[config.mk]
export PLATFORM = sky130hd
export DESIGN_NAME = word_loader
export DESIGN_NICKNAME = d
export VERILOG_FILES = /design/src/rtl/word_loader.sv
export SDC_FILE = /design/constraint.sdc
export NUM_CORES = 1
export LEC_CHECK = 0
export BUFFER_PORTS_ARGS = -buffer_cell sky130_fd_sc_hd__buf_2
export CORE_ASPECT_RATIO = 1.2
export CORE_MARGIN = 1.5
export CORE_UTILIZATION = 39
export CTS_BUF_LIST = sky130_fd_sc_hd__clkbuf_8
export DETAILED_ROUTE_END_ITERATION = 8
export PLACE_DENSITY_LB_ADDON = 0.08
export SYNTH_ARGS = -nofsm -noshare
export SYNTH_HDL_FRONTEND = slang
export SYNTH_SLANG_ARGS = --single-unit
[constraint.sdc]
create_clock -name clk -period 1.65 [get_ports clk]
set_input_delay 0.165 -clock clk [delete_from_list [all_inputs] [get_ports clk]]
set_output_delay 0.165 -clock clk [all_outputs]
set_load 0.05 [all_outputs]
[src/rtl/word_loader.sv]
//============================================================================
// Module      : word_loader
// Description : Upstream feeder for the vocabulary encoder. Accepts a
//               character stream over a valid/ready handshake and writes it
//               into the encoder's input SRAM as zero-terminated words,
//               followed by a single 0x00 end marker. Runs of separators
//               (0x20, 0x00) collapse, so no empty words are produced.
//               Pulses/holds done once the image is complete.
// Revision    : 1.0 - initial release
//
// Optional feature macro:
//   LOADER_LOWERCASE_EN - fold non-separator 'A'..'Z' to 'a'..'z' on write.
//
// Ports:
//   clk            in   single clock, all logic on posedge
//   rst            in   synchronous active-high reset
//   i_cs           in   start request, sampled in IDLE/DONE only
//   i_in_valid     in   character beat valid
//   i_in_data      in   character (0x20 and 0x00 are separators)
//   i_in_last      in   final beat of the stream
//   o_in_ready     out  beat accepted (high only while receiving)
//   o_we           out  SRAM write enable, one-cycle pulse per write
//   o_addr         out  SRAM write address
//   o_din          out  SRAM write data
//   o_word_count   out  terminators emitted (saturating)
//   o_overflow     out  sticky: characters dropped for lack of space
//   o_done         out  image complete; held until next start
//============================================================================
`default_nettype none

module word_loader #(
  parameter int ADDR_WIDTH = 4,
  parameter int DATA_WIDTH = 8
) (
  input  logic                  clk,
  input  logic                  rst,
  input  logic                  i_cs,
  input  logic                  i_in_valid,
  input  logic [DATA_WIDTH-1:0] i_in_data,
  input  logic                  i_in_last,
  output logic                  o_in_ready,
  output logic                  o_we,
  output logic [ADDR_WIDTH-1:0] o_addr,
  output logic [DATA_WIDTH-1:0] o_din,
  output logic [ADDR_WIDTH-1:0] o_word_count,
  output logic                  o_overflow,
  output logic                  o_done
);

  localparam int DEPTH = 2 ** ADDR_WIDTH;

  // Last address a character may occupy: the two slots above it are kept
  // free for the closing terminator and the end marker.
  localparam logic [ADDR_WIDTH-1:0] c_CHAR_LIMIT = ADDR_WIDTH'(DEPTH - 3);
  localparam logic [ADDR_WIDTH-1:0] c_WC_MAX     = '1;
  localparam logic [DATA_WIDTH-1:0] c_SPACE      = DATA_WIDTH'(32'h20);

  typedef enum logic [2:0] {
    S_IDLE = 3'd0,
    S_RECV = 3'd1,
    S_TERM = 3'd2,
    S_END  = 3'd3,
    S_DONE = 3'd4
  } state_t;

  state_t                  r_state;
  logic [ADDR_WIDTH-1:0]   r_ptr;
  logic                    r_prev_sep;
  logic                    r_in_ready;
  logic                    r_we;
  logic [ADDR_WIDTH-1:0]   r_addr;
  logic [DATA_WIDTH-1:0]   r_din;
  logic [ADDR_WIDTH-1:0]   r_word_count;
  logic                    r_overflow;
  logic                    r_done;

  logic                    w_xfer;
  logic                    w_is_sep;
  logic [DATA_WIDTH-1:0]   w_char;

  assign w_xfer   = i_in_valid & r_in_ready;
  assign w_is_sep = (i_in_data == c_SPACE) || (i_in_data == '0);

`ifdef LOADER_LOWERCASE_EN
  always_comb begin
    w_char = i_in_data;
    if ((i_in_data >= DATA_WIDTH'(32'h41)) && (i_in_data <= DATA_WIDTH'(32'h5A))) begin
      w_char = i_in_data + DATA_WIDTH'(32'h20);
    end
  end
`else
  assign w_char = i_in_data;
`endif

  always_ff @(posedge clk) begin
    if (rst) begin
      r_state      <= S_IDLE;
      r_ptr        <= '0;
      r_prev_sep   <= 1'b1;
      r_in_ready   <= 1'b0;
      r_we         <= 1'b0;
      r_addr       <= '0;
      r_din        <= '0;
      r_word_count <= '0;
      r_overflow   <= 1'b0;
      r_done       <= 1'b0;
    end else begin
      // Write enable is a single-cycle pulse; every write path re-asserts it.
      r_we <= 1'b0;

      case (r_state)
        S_IDLE: begin
          if (i_cs) begin
            r_state      <= S_RECV;
            r_ptr        <= '0;
            r_prev_sep   <= 1'b1;
            r_word_count <= '0;
            r_overflow   <= 1'b0;
            r_done       <= 1'b0;
            r_in_ready   <= 1'b1;
          end
        end

        S_RECV: begin
          if (w_xfer) begin
            if (w_is_sep) begin
              // Only the first separator after a word closes it; the rest
              // of a separator run (and leading separators) vanish.
              if (!r_prev_sep) begin
                r_we       <= 1'b1;
                r_addr     <= r_ptr;
                r_din      <= '0;
                r_ptr      <= r_ptr + ADDR_WIDTH'(1);
                r_prev_sep <= 1'b1;
                if (r_word_count != c_WC_MAX) begin
                  r_word_count <= r_word_count + ADDR_WIDTH'(1);
                end
              end
            end else if (r_ptr <= c_CHAR_LIMIT) begin
              r_we       <= 1'b1;
              r_addr     <= r_ptr;
              r_din      <= w_char;
              r_ptr      <= r_ptr + ADDR_WIDTH'(1);
              r_prev_sep <= 1'b0;
            end else begin
              // Out of room: the word keeps its open state so it still
              // gets terminated in the reserved slot.
              r_overflow <= 1'b1;
            end

            if (i_in_last) begin
              r_state    <= S_TERM;
              r_in_ready <= 1'b0;
            end
          end
        end

        S_TERM: begin
          if (!r_prev_sep) begin
            r_we       <= 1'b1;
            r_addr     <= r_ptr;
            r_din      <= '0;
            r_ptr      <= r_ptr + ADDR_WIDTH'(1);
            r_prev_sep <= 1'b1;
            if (r_word_count != c_WC_MAX) begin
              r_word_count <= r_word_count + ADDR_WIDTH'(1);
            end
          end
          r_state <= S_END;
        end

        S_END: begin
          // End marker lands at ptr; ptr is not advanced so it can never
          // wrap past the top of the SRAM.
          r_we    <= 1'b1;
          r_addr  <= r_ptr;
          r_din   <= '0;
          r_done  <= 1'b1;
          r_state <= S_DONE;
        end

        S_DONE: begin
          if (!i_cs) begin
            r_state <= S_IDLE;
          end
        end

        default: begin
          r_state    <= S_IDLE;
          r_in_ready <= 1'b0;
        end
      endcase
    end
  end

  assign o_in_ready   = r_in_ready;
  assign o_we         = r_we;
  assign o_addr       = r_addr;
  assign o_din        = r_din;
  assign o_word_count = r_word_count;
  assign o_overflow   = r_overflow;
  assign o_done       = r_done;

endmodule

`default_nettype wire
==> summary.md <==
| Metric | Value |
|---|---|
| Crit-path max FO | `5` |
| GRT Total Usage | `0.2031` |
| Asr flop ratio synth | `0` |
| Post-Syn Area | `1521 um2` |
| Power per cell area | `678.1 nW/um2` |
| # diodes | `0` |
| Die H | `71.42 um` |
| Largest net degree at the start of global routing | `15` |
| Peak supply drop | `0.3390 mV` |
| Tmin final | `1.642 ns` |
| CP Capture Type | `flop` |
| Reg area | `566.8 um2` |
| Starting Density | `0.4119` |
| Hold-fix buffers, CTS | `0` |
| Period utilization | `0.9954` |
| Area delta synth->final | `40.54%` |
| Clock-pin slew on the worst setup and hold paths | `0.10 ns` |
| TritonCTS Buffers | `3` |
| Worst path required time | `1.81 ns` |
| Status | `complete, no violations` |
| Post-synth EDFFs | `0` |
| Initial antenna violation count | `0` |
| Synthesized flop and latch total | `28` |
| 1st-iter DRT viols | `60` |
| Area after DPL | `2032 um2` |
| DP HPWL | `3073 um` |
| GRT overflow | `0` |
| First drt pass iteration count | `4` |
| Slew Limit Fails | `0` |
| Filler Cell Count | `330` |
| Relative slew margins | `0.5816` |
| Synth warn | `0` |
| Setup Skew | `0.007435 ns` |
| # port buffers | `32` |
| Crit Path Class | `reg -> reg` |
| WL final | `4180 um` |
| Pwr Total | `0.001450 W` |
| Chip width | `60.02 um` |
| # setup viols final | `0` |
| Ys flop type | `dfxtp_1` |
| Core Box Area | `3694 um2` |
| Max-cap violations | `0` |
| Final WS setup | `0.007642 ns` |
| TritonCTS clock tree | `yes` |
| Clock Sink Count | `28` |
| Worst skew pair latency | `0.28 ns` |
| Worst Setup Start Kind | `flop` |
| Hold slack | `0.1365 ns` |
| Worst Tran Pin Value | `0.6118 ns` |
| Final Hold Viols | `0` |
| WL per Instance | `14.46 um` |
| Root Buffer | `clkbuf_8` |
| Leakage | `0.9091 nW` |
| IO Pins | `33` |
| Fin area | `2138 um2` |
| Pre-CTS WS | `-0.1386 ns` |
| Vias in the first global route | `1512` |
| Syn Inst Count | `163` |
| DRC viols | `0` |
| Synth unique cells | `55` |
| Routed Antenna Nets | `0` |
| Synth Area per Inst | `9.334 um2` |
| Area of the multi-input gates | `918.4 um2` |
| Net count after synthesis | `180` |
| H-tree levels | `1` |
| Critical path arrival | `1.80 ns` |
| RePlAce Congestion | `0.8789` |
| Vias per inst | `5.543` |
| Via count | `1602` |
| Clock buffer depth | `2` |
| Fin nets | `256` |
| FP Rows | `24` |
| Highest Clock Rate | `608.9 MHz` |
| Layout cells sized above 1 | `0.4388` |
| Util after Layout | `0.5789` |
| Hold crit path type | `in -> reg` |
| Sequential area share after synthesis | `0.3684` |
| First-pass GRT wire length | `6775 um` |
| Total die area | `4286 um2` |
| RSZ-0062 raised after global routing | `yes` |
-- timing repair --
item,in CTS,in global routing
gates resized for setup,4,4
buffers inserted,2,3
pin swaps,3,3
endpoints found under the setup margin,12,18
-- critical path, stage by stage (launching register included) --
cell and delay [ns]:
dfxtp_2 0.36, inv_2 0.05, ha_2 0.16, and4bb_4 0.37, o211ai_4 0.10, buf_4 0.19, a41oi_2 0.21, a21oi_1 0.08
-- synth_stat cells, types with 2 or more instances --
| cell type | instances | area, um2 |
|---|---|---|
| a21o_1 | 2 | 15.01 |
| nand2_1 | 12 | 45.04 |
| ha_1 | 4 | 50.05 |
| buf_2 | 3 | 15.01 |
| mux2i_1 | 3 | 30.03 |
| a31oi_1 | 2 | 12.51 |
| clkbuf_1 | 3 | 11.26 |
| dfxtp_1 | 28 | 560.5 |
| a211oi_1 | 4 | 30.03 |
| o31ai_1 | 2 | 15.01 |
| nand4_1 | 5 | 31.28 |
| o22ai_1 | 2 | 12.51 |
| nor3_1 | 5 | 25.02 |
| a32o_1 | 2 | 20.02 |
| o211ai_1 | 3 | 22.52 |
| a21oi_1 | 10 | 50.05 |
| a41oi_1 | 3 | 26.28 |
| nor2_1 | 9 | 33.78 |
| nor4b_1 | 2 | 17.52 |
| nor2b_1 | 3 | 18.77 |
| a22o_1 | 6 | 52.55 |
| nand4b_1 | 3 | 26.28 |
| nand3_1 | 2 | 10.01 |
| nor3b_1 | 2 | 15.01 |
| inv_1 | 7 | 26.28 |
| o21ai_0 | 7 | 35.03 |
-- final timing paths --
| kind | startpoint | end | slack (ns) | cells past startpoint |
|---|---|---|---|---|
| setup reg to reg | r_ptr[0] | r_ptr[1] | 0.008 | 7 |
| hold reg to reg | o_addr[1] | o_addr[1] | 0.47 | 2 |
| setup / recovery | r_ptr[0] | r_ptr[1] | 0.008 | 7 |
| hold / removal | i_in_data[5] | o_din[5] | 0.14 | 2 |
-- power breakdown --
part | switching, W | internal [W]
combinational | 0.000193 | 0.000161
clock | 0.000220 | 0.000165
sequential | 0.0000186 | 0.000693
total | 0.000431 | 0.00102
-- per-layer routing --
metal | vias up | wire, um | global-route usage
li1 | 779 | - | -
met1 | 774 | 1939 | 0.2699
met2 | 43 | 2057 | 0.3345
met3 | 6 | 132 | 0.02708
met4 | 0 | 51 | 0.06667
met5 | - | 0 | 0
-- layout by cell type, fill, tap and decap left out, types with 3 or more instances in the layout --
master and count:
a211oi_1 4, a21oi_1 10, a22o_1 6, buf_2 32, buf_4 46, clkbuf_8 3, dfxtp_1 23, dfxtp_2 5
ha_1 3, inv_1 5, mux2i_1 3, nand2_1 12, nand4_1 5, nand4b_1 3, nor2_1 9, nor2b_1 3
nor3_1 5, o211ai_1 3, o21ai_0 7
-- sequential cells by signal, indices dropped and copies added (netlist names) --
signal        flops
o_done            1
r_ptr             4
o_overflow        1
r_prev_sep        1
o_we              1
o_addr            4
o_in_ready        1
o_din             8
o_word_count      4
r_state           3
-- cells by family after synthesis --
family	after synthesis	share of synthesized area
AOI/OAI and AO/OA	55	0.2911
and+or+nand+nor	55	0.2253
DFF	28	0.3684
buffers and inverters	16	0.04687
muxes	4	0.02960
adders and majority gates	4	0.03290
xor gates and xnor gates	1	0.005758
-- area by class of cell --
class                           count  share of cell area
Sequential cell                    28              0.2651
Timing Repair Buffer               79              0.2417
Multi-Input combinational cell    119              0.4295
Inverter                            8             0.01404
Clock buffer                        3             0.01931
Tap cell                           52             0.03043
-- per-stage QoR --
step / setup TNS (ns) / std cells
floorplan: -0.08335 / 163
global placement: -0.9850 / 281
detailed placement: -1.635 / 281
CTS: 0 / 286
global route: -0.2452 / 289
finish: 0 / 289
Note: power is estimated with default switching activity, not from simulation.
